**src/rtl/comparator_serial_ctrl.sv**
```systemverilog
// comparator_serial_ctrl
// Wide unsigned compare (A < B, A == B) done serially over SLICE_W-bit slices,
// most significant slice first, with valid/ready handshakes on both sides.
// Optional build macro: CMP_EARLY_EXIT_EN -- finish as soon as a slice decides.
module comparator_serial_ctrl #(
    parameter int DATA_W  = 128,
    parameter int SLICE_W = 32
) (
    input  logic                                   clk,
    input  logic                                   rst_n,
    input  logic                                   in_valid,
    output logic                                   in_ready,
    input  logic [DATA_W-1:0]                      A,
    input  logic [DATA_W-1:0]                      B,
    output logic                                   out_valid,
    input  logic                                   out_ready,
    output logic                                   LT,
    output logic                                   EQ,
    output logic [$clog2(DATA_W/SLICE_W+1)-1:0]    slices_used,
    output logic                                   busy
);

    localparam int NUM_SLICES = DATA_W / SLICE_W;
    localparam int CNT_W      = $clog2(NUM_SLICES + 1);
    localparam int IDX_W      = (NUM_SLICES > 1) ? $clog2(NUM_SLICES) : 1;

    if ((SLICE_W < 1) || (DATA_W < SLICE_W) || ((DATA_W % SLICE_W) != 0)) begin : g_width_check
        $error("comparator_serial_ctrl: DATA_W must be a non-zero multiple of SLICE_W");
    end

    typedef enum logic [1:0] {
        IDLE,
        COMPARE,
        DONE
    } state_t;

    state_t               state;
    state_t               state_nxt;
    logic [DATA_W-1:0]    a_sh;
    logic [DATA_W-1:0]    b_sh;
    logic [IDX_W-1:0]     idx;
    logic [CNT_W-1:0]     count;
    logic                 decided;
    logic                 result;
    logic [SLICE_W-1:0]   a_slice;
    logic [SLICE_W-1:0]   b_slice;
    logic                 slice_ne;
    logic                 slice_lt;
    logic                 accept;
    logic                 release_out;

    // Operands are shifted left each COMPARE cycle so the slice under test is
    // always the top SLICE_W bits; this replaces a variable part-select on idx.
    assign a_slice  = a_sh[DATA_W-1 -: SLICE_W];
    assign b_slice  = b_sh[DATA_W-1 -: SLICE_W];
    assign slice_ne = (a_slice != b_slice);
    assign slice_lt = (a_slice < b_slice);

    assign in_ready    = (state == IDLE);
    assign busy        = (state != IDLE);
    assign out_valid   = (state == DONE);
    assign accept      = in_valid && in_ready;
    assign release_out = out_valid && out_ready;

    // Results are only exposed in DONE so that reset and idle read as zero.
    assign LT          = out_valid && decided && result;
    assign EQ          = out_valid && !decided;
    assign slices_used = out_valid ? count : '0;

    // State register
    always_ff @(posedge clk) begin
        if (!rst_n) begin
            state <= IDLE;
        end else begin
            state <= state_nxt;
        end
    end

    // Next-state logic
    always_comb begin
        state_nxt = state;
        case (state)
            IDLE: begin
                if (accept) begin
                    state_nxt = COMPARE;
                end
            end
            COMPARE: begin
                if (idx == '0) begin
                    state_nxt = DONE;
                end
`ifdef CMP_EARLY_EXIT_EN
                if (!decided && slice_ne) begin
                    state_nxt = DONE;
                end
`endif
            end
            DONE: begin
                if (release_out) begin
                    state_nxt = IDLE;
                end
            end
            default: state_nxt = IDLE;
        endcase
    end

    // Operand capture, slice walk and decision tracking
    always_ff @(posedge clk) begin
        if (!rst_n) begin
            a_sh    <= '0;
            b_sh    <= '0;
            idx     <= '0;
            count   <= '0;
            decided <= 1'b0;
            result  <= 1'b0;
        end else begin
            case (state)
                IDLE: begin
                    if (accept) begin
                        a_sh    <= A;
                        b_sh    <= B;
                        idx     <= IDX_W'(NUM_SLICES - 1);
                        count   <= '0;
                        decided <= 1'b0;
                        result  <= 1'b0;
                    end
                end
                COMPARE: begin
                    a_sh  <= a_sh << SLICE_W;
                    b_sh  <= b_sh << SLICE_W;
                    count <= count + 1'b1;
                    if (idx != '0) begin
                        idx <= idx - 1'b1;
                    end
                    if (!decided && slice_ne) begin
                        decided <= 1'b1;
                        result  <= slice_lt;
                    end
                end
                default: begin
                end
            endcase
        end
    end

endmodule

```
**config.mk**
```make
export PLATFORM = sky130hd
export DESIGN_NAME = comparator_serial_ctrl
export DESIGN_NICKNAME = d
export VERILOG_FILES = /design/src/rtl/comparator_serial_ctrl.sv
export SDC_FILE = /design/constraint.sdc
export NUM_CORES = 1
export LEC_CHECK = 0
export CORE_AREA = 3 3 187 189
export DETAILED_ROUTE_END_ITERATION = 10
export DIE_AREA = 0 0 190 192
export GPL_ROUTABILITY_DRIVEN = 0
export GPL_TIMING_DRIVEN = 1
export PLACE_DENSITY_LB_ADDON = 0.15
export SYNTH_ARGS = -nofsm -noshare
export SYNTH_HDL_FRONTEND = slang
export SYNTH_SLANG_ARGS = --single-unit
```
**constraint.sdc**
```tcl
create_clock -name clk -period 3.4 [get_ports clk]
set_clock_uncertainty 0.1 [all_clocks]
set_input_delay 0.68 -clock clk [delete_from_list [all_inputs] [get_ports clk]]
set_output_delay 0.68 -clock clk [all_outputs]
set_load 0.05 [all_outputs]
```
==> results.ini <==
[min_path]
hold_path.class=reg -> reg
min_from=b_sh[86]
whs_path_depth=1
min_to=b_sh[86]

[clocking]
htreeDepth=1
cts-buffers-inserted=30
cts-root-buf=clkbuf_16
cts_setup_buffers=0
cts_tree=done
cts_hold_buf=0
clk_pin_slew_worst_paths_ns=0.06
clock-sinks=265
cts_resized=0
cts_buffer_depth=3
clock_latency_ns=0.55

[timing]
rsz0062_at_grt=no
period_share_pct=93.8
setup-tns-final_ns=0
relSlewSlack_pct=45.5
whs_ns=0.395
timing.fmax_mhz=314
period_needed_ns=3.19
setup_slack_ns=0.212
setup_violations=0
worst_pin_slew_ns=0.817
hold_viol_final=0
slew_viol_final=0

[setup_path]
rr_startpoint=b_sh[127]
crit_required_ns=2.62
reg2reg_to=result
critPathArrivalTime_ns=2.41
endpoint_kind=output pin
rr_worst_depth=7
critPathLaunch=state[1]
setup.worst_path.start_class=register
path_class=reg -> out
r2r_slack_ns=1.27
cp_max_fo=7

[synthesis]
synth-warning-count=0
syn_area_mm2=0.0123
synth-simple-area-share_pct=27.4
synth_xor_area_share_pct=0.0711
synth_largest_area_cell=dfxtp_1
synth_nets=1774
syn_area_per_cell_um2=8.32
synth_compound_area_share_pct=18.7
ys_ff_latch=265
synth_top_area_share_pct=43.1
seq_area_frac_synth_pct=43.1
ys_types=33
synth_fa_ha_area_share_pct=3.45
synth_top_family_by_area=simple AND/OR/NAND/NOR gates
synth_mux_area_share_pct=0
syn_inst=1480
ys_top_cells_by_area=dfxtp_1 (43%), o211a_1 (13%), nand2_1 (13%)

[cells_and_area]
drive_above_1_share_pct=4.09
nets=1962
seqCellArea_mm2=0.00531
area_growth_pct=30.7
multiInputGateArea_mm2=0.00614
fin_cells=2136
fillerInstances=3304
n_antenna_cell=0
finalCoreUtilization_pct=48.1
final_common_cell=nand2_1
final_cell_mix=nand2_1 (430), clkdlybuf4s50_1 (266), dfxtp_1 (265), nand3_1 (194), o211a_1 (163)

[floorplan]
num_io_pins=268
core_mm2=0.0334
die_w_um=190
initial_core_util_pct=36.8
die_y_um=192
die-area_mm2=0.0365
num_rows=67

[detailed_routing]
drtAntennaViolNets=0
drt_iter0_markers=751
first_pass_iters=7
drc=0
num_vias=11000
wl_per_cell_um=17.5
wirelength_um=37400
viasPerCell=5.13

[power]
powerDensity_mw_per_mm2=543
p_leak_nw=7.86
peakVddDrop_mv=0.368

[status]
status=finished clean

[global_routing]
grt_pass1_vias=10700
antenna_found_initial=1
grt_util_all_layers_pct=19.8
grt_pass1_wl_um=58300
grt_start_max_net_pins=166
gr-total-overflow=0

[run]
cap_viol_max_count=0

[placed_design]
post-place-ws_ns=0.714
numPortBuffers=267
dp_hpwl_um=25400
dp_cells=2084

[state kept, by name (all words and copies together) (netlist names)]
name,count
a_sh,128
b_sh,128
count,3
idx,2
state,2
decided,1
result,1
[metal layers]
layer	global-route usage [%]	wire length, um	vias to the layer above
met5	0	14	-
met4	4.46	750	2
met3	3.45	2290	41
met2	30.5	16100	335
met1	28.8	18200	5108
li1	-	-	5481
[critical path, stage by stage (launching register included)]
cell	delay, ns
dfxtp_1	0.50
nor2b_1	0.17
buf_4	0.17
and2_1	0.20
clkdlybuf4s50_1	0.83
[worst max-delay path by stage]
| stage | end | slack (ns) |
|---|---|---|
| after global routing | slices_used[1] | 0.13 |
| after CTS | slices_used[1] | 0.18 |
| after floorplan | EQ | 0.58 |
| after detailed placement | a_sh[73] | 0.71 |
| final | slices_used[0] | 0.21 |
| after global placement | a_sh[71] | 0.74 |
[layout make-up]
type / instances / share of cell area [%]
Sequential cell: 265 / 33.0
Tap cell: 448 / 3.48
Timing Repair Buffer: 286 / 18.2
Multi-Input combinational cell: 1045 / 38.2
Clock buffer: 44 / 5.37
Inverter: 40 / 0.933
Clock inverter: 8 / 0.871
[power breakdown]
part / switching, mW / internal, mW / leakage [nW]
clock: 1.28 / 2.04 / 0.494
combinational: 0.975 / 0.828 / 5.17
sequential: 0.175 / 3.45 / 2.19
total: 2.43 / 6.32 / 7.86
[per-stage QoR]
step | power [mW] | cell area [um^2]
global placement | 5.46 | 15100
floorplan | 4.84 | 12300
detailed placement | 5.50 | 15100
global route | 9.22 | 16100
CTS | 8.85 | 16100
finish | 8.74 | 16100
[cells by family after synthesis]
| family | count (synthesis) |
|---|---|
| compound gates | 258 |
| xor+xnor | 1 |
| fa+ha+maj | 34 |
| buf+inv | 170 |
| flops | 265 |
| simple gates | 752 |
[Yosys cell counts, drive strengths merged]
library cell  instances
a2111oi               1
o21ai                 5
nand3               194
o2111ai               1
a22oi                67
nand2               430
nor4                  2
nor2b                70
dfxtp               265
a211o                 1
nor2                  5
nor3                  1
o211ai                2
clkbuf               34
xnor2                 1
and2                  5
nand4                 9
and3                 34
buf                  96
o211a               163
a221oi                1
a21oi                13
ha                   34
o31a                  1
o31ai                 1
nand2b                1
or2                   1
inv                  40
a21boi                2
No activity file was read; power rests on OpenSTA's default activity.
